--- config.mk ---
export PLATFORM = sky130hd
export DESIGN_NAME = alu_decode
export DESIGN_NICKNAME = d
export VERILOG_FILES = /design/src/rtl/alu_decode.sv
export SDC_FILE = /design/constraint.sdc
export NUM_CORES = 1
export LEC_CHECK = 0
export CAP_MARGIN = 20
export CORE_ASPECT_RATIO = 1.4
export CORE_MARGIN = 3
export CORE_UTILIZATION = 30
export DETAILED_ROUTE_END_ITERATION = 10
export PLACE_DENSITY_LB_ADDON = 0.25
export SKIP_CTS_REPAIR_TIMING = 1
export SYNTH_ARGS = -nofsm -noshare
export SYNTH_HDL_FRONTEND = slang
export SYNTH_SLANG_ARGS = --single-unit
--- constraint.sdc ---
create_clock -name clk -period 2.6 [get_ports clk]
set_input_delay 0.26 -clock clk [delete_from_list [all_inputs] [get_ports clk]]
set_output_delay 0.26 -clock clk [all_outputs]
set_load 0.05 [all_outputs]
--- src/rtl/alu_decode.sv ---
// Decode/issue stage for RV32I OP and OP-IMM: turns an instruction plus register
// read data into an ALU bundle, buffered through a two-entry skid stage.
module alu_decode #(
  parameter int XLEN  = 32,
  parameter int CNT_W = 16
) (
  input  logic             clk,
  input  logic             rst_n,
  input  logic             in_valid,
  output logic             in_ready,
  input  logic [31:0]      instr,
  output logic [4:0]       rs1_addr,
  output logic [4:0]       rs2_addr,
  input  logic [XLEN-1:0]  rs1_data,
  input  logic [XLEN-1:0]  rs2_data,
  output logic             out_valid,
  input  logic             out_ready,
  output logic [XLEN-1:0]  rs1,
  output logic [XLEN-1:0]  rs2,
  output logic [2:0]       funct3,
  output logic             funct7,
  output logic [4:0]       rd_addr,
  output logic             illegal,
  output logic [CNT_W-1:0] issued_cnt
);

  localparam logic [6:0] OPC_OP    = 7'b0110011;
  localparam logic [6:0] OPC_OPIMM = 7'b0010011;
  localparam logic [6:0] F7_ZERO   = 7'b0000000;
  localparam logic [6:0] F7_ALT    = 7'b0100000;

  typedef enum logic [1:0] {EMPTY, ONE, FULL} state_t;

  typedef struct packed {
    logic            illegal;
    logic [4:0]      rd;
    logic            f7;
    logic [2:0]      f3;
    logic [XLEN-1:0] b;
    logic [XLEN-1:0] a;
  } bundle_t;

  state_t           state_reg, state_next;
  bundle_t          main_reg, main_next;
  bundle_t          skid_reg, skid_next;
  logic [CNT_W-1:0] cnt_reg, cnt_next;
  bundle_t          dec;
  logic [XLEN-1:0]  imm_sext;
  logic             in_fire, out_fire;

  assign rs1_addr = instr[19:15];
  assign rs2_addr = instr[24:20];

  genvar gi;
  generate
    for (gi = 0; gi < XLEN; gi++) begin : g_sext
      if (gi < 12) begin : g_low
        assign imm_sext[gi] = instr[20+gi];
      end else begin : g_high
        assign imm_sext[gi] = instr[31];
      end
    end
  endgenerate

  // Illegal tokens still travel down the pipe, but with every payload field zeroed.
  always_comb begin
    logic legal;
    logic alt;
    logic [XLEN-1:0] opb;
    legal = 1'b0;
    alt   = 1'b0;
    opb   = '0;
    dec   = '0;
    case (instr[6:0])
      OPC_OP: begin
        opb   = rs2_data;
        alt   = instr[30];
        legal = (instr[31:25] == F7_ZERO) ||
                ((instr[31:25] == F7_ALT) &&
                 ((instr[14:12] == 3'b000) || (instr[14:12] == 3'b101)));
      end
      OPC_OPIMM: begin
        opb = imm_sext;
        case (instr[14:12])
          3'b001: begin
            legal = (instr[31:25] == F7_ZERO);
            alt   = 1'b0;
          end
          3'b101: begin
            legal = (instr[31:25] == F7_ZERO) || (instr[31:25] == F7_ALT);
            alt   = instr[30];
          end
          default: begin
            legal = 1'b1;
            alt   = 1'b0;
          end
        endcase
      end
      default: legal = 1'b0;
    endcase
    if (legal) begin
      dec.a  = rs1_data;
      dec.b  = opb;
      dec.f3 = instr[14:12];
      dec.f7 = alt;
      dec.rd = instr[11:7];
    end else begin
      dec.illegal = 1'b1;
    end
  end

  assign in_ready  = (state_reg != FULL);
  assign out_valid = (state_reg != EMPTY);
  assign in_fire   = in_valid & in_ready;
  assign out_fire  = out_valid & out_ready;

  always_ff @(posedge clk or negedge rst_n) begin
    if (!rst_n) begin
      state_reg <= EMPTY;
      main_reg  <= '0;
      skid_reg  <= '0;
      cnt_reg   <= '0;
    end else begin
      state_reg <= state_next;
      main_reg  <= main_next;
      skid_reg  <= skid_next;
      cnt_reg   <= cnt_next;
    end
  end

  // main_reg always holds the oldest entry; skid_reg only fills when main is stalled.
  always_comb begin
    state_next = state_reg;
    main_next  = main_reg;
    skid_next  = skid_reg;
    cnt_next   = cnt_reg + {{(CNT_W-1){1'b0}}, out_fire};
    case (state_reg)
      EMPTY: begin
        if (in_fire) begin
          state_next = ONE;
          main_next  = dec;
        end
      end
      ONE: begin
        if (in_fire && !out_fire) begin
          state_next = FULL;
          skid_next  = dec;
        end else if (out_fire && !in_fire) begin
          state_next = EMPTY;
        end else if (in_fire && out_fire) begin
          main_next = dec;
        end
      end
      FULL: begin
        if (out_fire) begin
          state_next = ONE;
          main_next  = skid_reg;
        end
      end
      default: state_next = EMPTY;
    endcase
  end

  assign rs1        = main_reg.a;
  assign rs2        = main_reg.b;
  assign funct3     = main_reg.f3;
  assign funct7     = main_reg.f7;
  assign rd_addr    = main_reg.rd;
  assign illegal    = main_reg.illegal;
  assign issued_cnt = cnt_reg;

endmodule

==> flow_summary_export.csv <==
group,metric,value,unit
clocking,clock_path_buffers,2,
clocking,path_clk_slew,0.06,ns
setup_path,cp-end-kind,"register",
route,dr.pass1.iters,4,
placed_design,place_ws,-0.217,ns
die,die_w,138,um
die,core_area,0.0241,mm^2
route,via_per_inst,4.86,
outcome,status,"completed",
clocking,cts_tree,"done",
route,drtIter0Drc,318,
clocking,cts-buffers-inserted,17,
die,rows,67,
synthesis,syn_inst,750,
sta,skew,0.00849,ns
route,routed_wl,20.3,mm
finish,fill_cells,2363,
pwr,p_int,6.89,mW
pwr,p_seq_share,30.2,%
setup_path,arrival,2.71,ns
sta,finalCritPeriodShare,91.2,%
die,pin_count,202,
placed_design,numPortBuffers,191,
setup_path,worst-path-max-fanout,14,
global_routing,grtUsageMet3,3.80,%
synthesis,async_reset_ff_share,100,%
global_routing,use_met1,18.4,%
die,fp.dieH,191,um
route,drc_errors,0,
clocking,clock_sinks,166,
die,floorplan.initialDensity,30.6,%
pwr,power,12.1,mW
synthesis,yosysTopAreaCellShare,56.4,%
pwr,comb_power_share,46.2,%
global_routing,use_met2,27.6,%
finish,fin_nets,1017,
finish,largest_reg_flops,74,
finish,diodes,0,
sta,layout_setup_ws,0.229,ns
global_routing,grt_antenna_before_repair,0,
job,drv_cap,0,
synthesis,syn_area,0.00737,mm^2
placed_design,gp_congestion,0.752,
global_routing,grt.busiest_layer,"met2",
pwr,leakage,4.20,nW
synthesis,postSynthAreaPerCell,9.82,um^2
sta,max_slew.worst_pin.slew,0.981,ns
sta,maxSlewHeadroom,34.6,%
setup_path,start_kind,"input pin",
finish,drive_above_1_share,7.35,%
sta,max_freq,0.422,GHz
placed_design,hpwl,13.4,mm
pwr,p_clk_share,23.6,%
synthesis,ys.flop_type,"dfrtp_1",
worst_hold_path,min_path_type,"input pin to register",
synthesis,seq_area_frac_synth,56.4,%
pwr,switchingPower,5.22,mW
clocking,cts_max_level,4,
setup_path,path_class,"input pin to register",
sta,slew_viol_final,0,
synthesis,synth_edf_count,0,
pwr,switching_share,43.1,%
route,postRouteAntennaNets,0,
die,die_area,0.0265,mm^2
global_routing,grt.overflow.total,0,
placed_design,dpl_cell_area,0.00964,mm^2
global_routing,grt_max_degree,107,
finish,area_delta_synth_final,40.2,%
synthesis,synthTopCellsByArea,"dfrtp_1 (56%), a31oi_1 (6.1%), nand2_1 (6.0%)",
clocking,clkLatencyLatePin,0.42,ns
pwr,irDropWorstVdd,0.535,mV
setup_path,crit_required,2.94,ns
finish,fin_area,0.0103,mm^2
synthesis,synth_top_cell_by_area,"dfrtp_1",
route,via_count,6008,
synthesis,synthesis.nets,855,
global_routing,grt_pass1_vias,6116,
synthesis,synth-seq-cells,166,
clocking,cts_root_buffer,"clkbuf_16",
synthesis,yosysUniqueCellTypes,37,
pwr,p_per_area,1170,mW/mm^2
sta,hold_viol_final,0,
sta,setup_viol,0,
synthesis,ys_warn_count,0,
sta,finalCriticalPeriod,2.37,ns
route,routedWlPerCell,16.4,um
sta,rsz0062_at_grt,"false",
global_routing,grt_pass1_wl,32.9,mm
global_routing,track_usage,15.5,%
-- layout by cell type, fill, tap and decap left out, types with 2 or more instances in the layout --
cell type        Yosys  final
clkdlybuf4s50_1      0    188
dfrtp_1            166    166
nand2_1            118    118
nor2_1              81     81
a31oi_1             72     72
nand3_1             48     48
a22o_1              40     40
or3b_1              31     31
a21oi_1             23     23
o21ai_1             18     18
clkbuf_16            0     17
o21ai_0             17     16
buf_4               12     15
mux2i_1             11     11
xnor2_1             10     10
buf_12               0      9
ha_1                 5      5
bufinv_16            0      5
inv_1                4      4
xor2_1               4      4
clkinv_4             0      4
clkbuf_8             0      4
and3_1               3      3
nand2b_1             3      3
nor2b_1              5      3
or2_2                3      2
nand4_1              2      2
or4_1                2      2
clkinv_2             0      2
-- worst paths after layout --
| path | start | to | slack, ns | depth (start not counted) |
|---|---|---|---|---|
| hold reg to reg | issued_cnt[15] | issued_cnt[15] | 0.47 | 1 |
| min in group asynchronous | rst_n | issued_cnt[12] | 0.41 | 2 |
| setup reg to reg | state_reg[1] | skid_reg[67] | 0.26 | 8 |
| hold / removal | instr[5] | skid_reg[54] | 0.35 | 3 |
| setup / recovery | instr[26] | rs2[26] | 0.23 | 7 |
| max in group asynchronous | rst_n | rd_addr[0] | 1.45 | 3 |
-- cells by family after synthesis --
family                   count (synthesis)  synth area share [%]
AO/OA/AOI/OAI                          178                  15.9
multiplexers                            12                  1.65
adder cells (fa/ha/maj)                  5                 0.849
AND/OR/NAND/NOR                        298                  18.8
flip-flops                             166                  56.4
buffers and inverters                   77                  4.70
XOR/XNOR                                14                  1.66
-- power by group through the flow --
| stage | Combinational [mW] | Clock, mW | Sequential (mW) |
|---|---|---|---|
| 3_3_place_gp | 5.63 | 0 | 3.71 |
| 4_1_cts | 5.67 | 2.95 | 3.68 |
| 3_5_place_dp | 5.66 | 0 | 3.73 |
| 6_report | 5.59 | 2.86 | 3.66 |
| 5_1_grt | 5.96 | 3.05 | 3.75 |
| 2_1_floorplan | 1.49 | 0 | 5.79 |
-- through the flow --
stage	util, %	hold WS [ns]	cells	setup TNS (ns)
3_3_place_gp	40.1	0.300	1202	-10.12
4_1_cts	42.9	-0.153	1234	0
6_report	42.9	0.349	1235	0
5_1_grt	42.9	0.368	1235	0
2_1_floorplan	-	-0.0356	750	-5.43
3_5_place_dp	40.1	0.306	1202	-18.88
-- per-layer routing --
layer / share of wire [%] / up-vias
met5: 0 / -
met4: 1.3 / 0
met3: 4.0 / 12
met2: 51 / 127
met1: 43 / 2933
li1: - / 2936
-- layout make-up --
class	instances	area, um^2	area share [%]
Sequential cell	166	4150	40.2
Multi-Input combinational cell	507	2890	28.0
Timing Repair Buffer	215	2200	21.3
Clock buffer	21	480	4.65
Tap cell	310	388	3.75
Clock inverter	11	195	1.89
Inverter	5	18.8	0.182
-- worst max-delay path, stage by stage --
cell	delay (ns)
clkdlybuf4s50_1	0.46
or4_1	0.58
o32a_1	0.23
a2111oi_4	0.34
buf_4	0.29
or3b_1	0.37
a31oi_1	0.17
-- synthesized netlist by cell type (2+ instances only) --
master,number
dfrtp_1,166
buf_2,10
nand3_1,48
buf_4,12
a21oi_1,23
o21ai_0,17
or4_1,2
a22o_1,40
clkbuf_1,46
mux2i_1,11
nand2_1,118
or3b_1,31
and3_1,3
xnor2_1,10
inv_1,4
xor2_1,4
nand2b_1,3
nor2b_1,5
buf_1,4
a31oi_1,72
nor2_1,81
o21ai_1,18
ha_1,5
nand4_1,2
or2_2,3
Power figures use the tool's default switching activity.
==> variant 1: new RTL, same settings <==
Encoding of `state_t`: now one-hot (3 bits for 3 states).
--- a/src/rtl/alu_decode.sv
+++ b/src/rtl/alu_decode.sv
@@ -31,3 +31,3 @@
 
-  typedef enum logic [1:0] {EMPTY, ONE, FULL} state_t;
+  typedef enum logic [2:0] {EMPTY = 3'b001, ONE = 3'b010, FULL = 3'b100} state_t;
 
Function: same outputs for any inputs over 4 cycles, from zero or initial values and one cycle with rst_n low; so few cycles prove little.
==> variant 1 against the unedited design <==
- non-clock buffer count is 48 higher
- first-iteration DRC count fell by 12%
- sequential cell count rose by 1
- sequential share of layout area is 5.3 points lower
- cell area rose by 16%
- worst setup slack lost 0.22 ns
- wire length is 19% higher
- area after synthesis increased by 14%
- critical endpoint is now rs1[20]$_DFFE_PN0P_
- highest routed layer unchanged
Power is not compared: it rests on default switching activity, and its combinational part moved more than twofold at a synthesized area within 25%.
==> variant 1: results (changes against the unedited design) <==
synth unique cells=48 (+30%); ys async rst share=100% (unchanged); Least-Margin Pin Slew=0.990 ns (+0.00888 ns); CTS clk-pin slew, worst paths=about 0.070 ns; FMAX=387 MHz (-8.4%); critical path fanouts, max=8 (-6); largest cells by area after synthesis=dfrtp_1 (49%), mux2i_1 (10%), and2_1 (5.6%), nand2_1 (5.4%), o31ai_2 (4.8%); post-synthesis sequential area ratio=49.6% (-6.7 points); WP data arrival=2.90 ns (+0.19 ns); DR WL/cell=17.0 um (+3.6%); filler cell count=2675 (+13%); clk_lat worst skew=0.43 ns; DP Worst Slack=-0.0156 ns (+0.201 ns); TritonRoute pass-1 iters=5 (+1); IO Port Bufs=191 (unchanged); total track usage=15.8% (+0.31 points); worst vdd ir=0.471 mV; worst min path class=in -> async; Root Driver=clkbuf_16; hpwl dp=15600 um (+16%); gr ovfl total=0 (unchanged); gpl congestion=0.744 (-1.0%); antenna violations before repair=1 (+1); vias in the first global route=6744 (+10%); CTS max path bufs=2 (unchanged); status=finished, final reports clean; Remaining DRCs=0 (unchanged); largest stage delay on the critical path=0.45 ns (-0.13 ns); TritonCTS Buffers=17 (unchanged); WHS=0.383 ns (+0.0342 ns); initial DRC count=280 (-12%); final clock skew=0.0102 ns (+0.00166 ns); Post-synth top cells=dfrtp_1 (166), nand2_1 (122), mux2i_1 (85); dpl cell area=11100 um^2 (+15%); Leakage=4.91 nW; Synthesized Nets=944 (+10%); placed insts=1361 (+13%); global-route wire length before repair=37900 um (+15%); CP max-delay cell=dfrtp_2; FF-to-FF setup slack=0.01 ns (-0.25 ns); share of cells above drive strength 1=17.2% (+9.8 points); DR vias/cell=4.73 (-2.9%); yosys warns=0 (unchanged); Gate Count Post-Synth=839 (+12%); Layout Nets=1145 (+13%); final WL=24200 um (+19%)
variant 1: per-layer routing:
layer | vias up | global-route usage (%) | share of wire, %
li1 | 3305 | - | -
met1 | 3230 | 20.4 | 44
met2 | 155 | 26.4 | 50
met3 | 15 | 4.19 | 5.1
met4 | 0 | 4.00 | 0.96
met5 | - | 0 | 0
variant 1: cell families (layout without fill, tap and decap cells):
kind of cell               after synthesis  count (layout)  share of synthesized area, %
DFF                                    167             167                          49.6
xor gates and xnor gates                15              15                          1.56
other                                    0               1                             0
AOI/OAI and AO/OA                      181             181                          14.5
adders and majority gates                5               5                         0.743
muxes                                   85              85                          10.1
buffers and inverters                   84             298                          4.84
and+or+nand+nor                        302             302                          18.6
variant 1: final timing paths:
| kind | startpoint | to | cells after the start |
|---|---|---|---|
| setup / recovery | state_reg[1]$_DFFE_PN0P_ | rs1[20]$_DFFE_PN0P_ | 13 |
| hold / removal | rst_n | rs1[16]$_DFFE_PN0P_ | 2 |
| setup reg to reg | state_reg[1]$_DFFE_PN0P_ | rs1[20]$_DFFE_PN0P_ | 13 |
| hold reg to reg | skid_reg[25]$_DFFE_PN0P_ | skid_reg[25]$_DFFE_PN0P_ | 2 |
| max in group asynchronous | rst_n | state_reg[0]$_DFFE_PN1P_ | 3 |
| min in group clk | rs1_data[3] | rs1[3]$_DFFE_PN0P_ | 3 |
variant 1: cell type report:
class | instances | area (um^2) | share of cell area [%]
multi-input cells | 588 | 4010 | 33.4
well taps | 365 | 457 | 3.81
repair buffers | 263 | 2690 | 22.5
diodes | 1 | 2.50 | 0.0209
inverters | 3 | 21.3 | 0.178
clock inverters | 15 | 191 | 1.60
clock buffers | 17 | 425 | 3.55
flip-flops and latches | 167 | 4180 | 34.9
variant 1: worst reg2reg max path: cells and delay by family, from the launching register on:
kind,cells,cell delay [ns]
mux,1,0.17
simple gates,3,0.77
compound gates,2,0.30
buf+inv,6,0.64
fa+ha+maj,1,0.14
flops,1,0.45
variant 1: power by group through the flow:
stage	Clock (mW)	Sequential, mW	Combinational (mW)
6_report	2.68	2.80	2.61
5_1_grt	2.89	2.82	2.79
4_1_cts	2.78	2.80	2.28
3_5_place_dp	0	2.85	2.26
3_3_place_gp	0	2.85	2.25
2_1_floorplan	0	3.04	1.38
==> variant 2: new RTL, same flow settings <==
Made on the original files. `CNT_W`: 16 -> 32.
--- a/src/rtl/alu_decode.sv
+++ b/src/rtl/alu_decode.sv
@@ -4,3 +4,3 @@
   parameter int XLEN  = 32,
-  parameter int CNT_W = 16
+  parameter int CNT_W = 32
 ) (
Interface: changed (resized issued_cnt); port bits go from 202 to 218. The function was not compared with the original's and may differ.
==> variant 2 against the unedited design <==
- total power is essentially flat
- combinational power up 2%
- cell count grew 7.4%
- non-clock buffer count grew 29
- worst hold slack improved by 0.066 ns
- clock power shrank 13%
- highest routed layer is now met5
- area after synthesis grew 9.4%
- via count is 10% higher
- wire length rose by 13%
- sequential cell count up 16
- worst setup slack got worse by 0.0063 ns
- critical endpoint is now issued_cnt[16]$_DFF_PN0_
- cell area increased by 8.4%
- die area increased by 9.1%
==> variant 2: results (changes against the unedited design) <==
Register-to-Register Path Depth=9 (+1); Worst R2R End=issued_cnt[16]$_DFF_PN0_; status=finished, final reports clean; total track usage=16.0% (+0.51 points); final clock skew=0.00976 ns (+0.00127 ns); largest cells by area after synthesis=dfrtp_1 (56%), a31oi_1 (5.6%), nand2_1 (5.3%), a22o_1 (5.2%), nand3_1 (3.8%); Remaining DRCs=0 (unchanged); diode count=0 (unchanged); Sw Pwr=5.31 mW (+1.7%); share of cells above drive strength 1=8.18% (+0.83 points); global-route wire length before repair=36200 um (+10%); WHS=0.415 ns (+0.0655 ns); worst min path class=in -> async; synth unique cells=42 (+14%); Layout Nets=1096 (+7.8%); CP max-delay cell=dfrtp_1; DR vias/cell=5.00 (+2.7%); largest stage delay on the critical path=0.43 ns (-0.15 ns); DR WL/cell=17.3 um (+5.3%); gpl congestion=0.760 (+1.1%); FF-to-FF setup slack=0.22 ns (-0.04 ns); Leakage=4.58 nW (+9.0%); Synthesized Nets=907 (+6.1%); antenna violations before repair=2 (+2); IO Port Bufs=207 (+8.4%); largest net degree at the start of global routing=77 (-28%); dpl cell area=10600 um^2 (+10%); Post-synth top cells=dfrtp_1 (182), nand2_1 (114), nor2_1 (79); hpwl dp=15600 um (+16%); initial DRC count=287 (-9.7%); Tcrit/Tclk final=91.4% (+0.24 points); Rel. slew slack=47.9% (+13 points); vias in the first global route=6528 (+6.7%); post-synthesis sequential area ratio=56.5% (+0.11 points); critical path fanouts, max=6 (-8); WP data arrival=2.68 ns (-0.03 ns); worst vdd ir=0.493 mV (-7.8%); ys async rst share=100% (unchanged); TritonRoute pass-1 iters=5 (+1)
[variant 2: cell types whose count changed after synthesis, sizes merged, moves of 4 or more]
cell,change
a22o,+8
and2,+5
and4,+4
dfrtp,+16
mux2,+8
mux2i,-8
nand2,-4
nand3,+14
o21ai,-9
or3b,-8
xnor2,+13
[variant 2: routing by layer]
layer	vias to the layer above	global-route usage, %	part of all wire, %
li1	3192	-	-
met1	3248	20.3	43
met2	170	27.2	51
met3	12	4.10	5.2
met4	4	3.94	0.88
met5	-	0	0.096
[variant 2: cell families (layout without fill, tap and decap cells)]
logic type                 count (synthesis)  after routing  share of synthesized area (%)
and+or+nand+nor                          317            317                           18.6
DFF                                      182            182                           56.5
AOI/OAI and AO/OA                        177            177                           14.8
buffers and inverters                     79            279                           4.41
xor gates and xnor gates                  30             30                           3.26
muxes                                     12             12                           1.63
adders and majority gates                  5              5                          0.776
[variant 2: how the worst max path moves through the flow]
stage | from | end | slack, ns | depth (start not counted)
floorplan | state_reg[0]$_DFFE_PN0P_ | rd_addr[4]$_DFFE_PN0P_ | 0.02 | 13
CTS | state_reg[1]$_DFFE_PN0P_ | issued_cnt[16]$_DFF_PN0_ | 0.21 | 9
detailed placement | instr[25] | skid_reg[9]$_DFFE_PN0P_ | -0.22 | 8
global route | state_reg[1]$_DFFE_PN0P_ | issued_cnt[16]$_DFF_PN0_ | 0.1 | 9
global placement | instr[25] | skid_reg[6]$_DFFE_PN0P_ | -0.17 | 8
finish | state_reg[1]$_DFFE_PN0P_ | issued_cnt[16]$_DFF_PN0_ | 0.22 | 9
[variant 2: per-stage QoR]
stage,instances,power (mW),setup slack [ns]
global route,1326,12.8,0.0957
finish,1326,12.1,0.223
detailed placement,1295,9.74,-0.225
CTS,1325,12.3,0.206
global placement,1295,9.69,-0.175
floorplan,802,7.54,0.0235
[variant 2: final cells by class]
| class | count | area (um^2) |
|---|---|---|
| Timing Repair Buffer | 244 | 2490 |
| Multi-Input combinational cell | 541 | 3170 |
| Inverter | 5 | 18.8 |
| Sequential cell | 182 | 4550 |
| Clock buffer | 21 | 450 |
| Clock inverter | 9 | 104 |
| Tap cell | 324 | 405 |
| Fill cell | 2577 | 15100 |
[variant 2: power by group through the flow]
stage	logic, mW	registers, mW	clock network (mW)
final	5.72	3.88	2.50
after detailed placement	5.80	3.94	0
after CTS	5.81	3.89	2.60
after global placement	5.76	3.93	0
after floorplan	1.51	6.04	0
after global routing	6.09	3.98	2.70
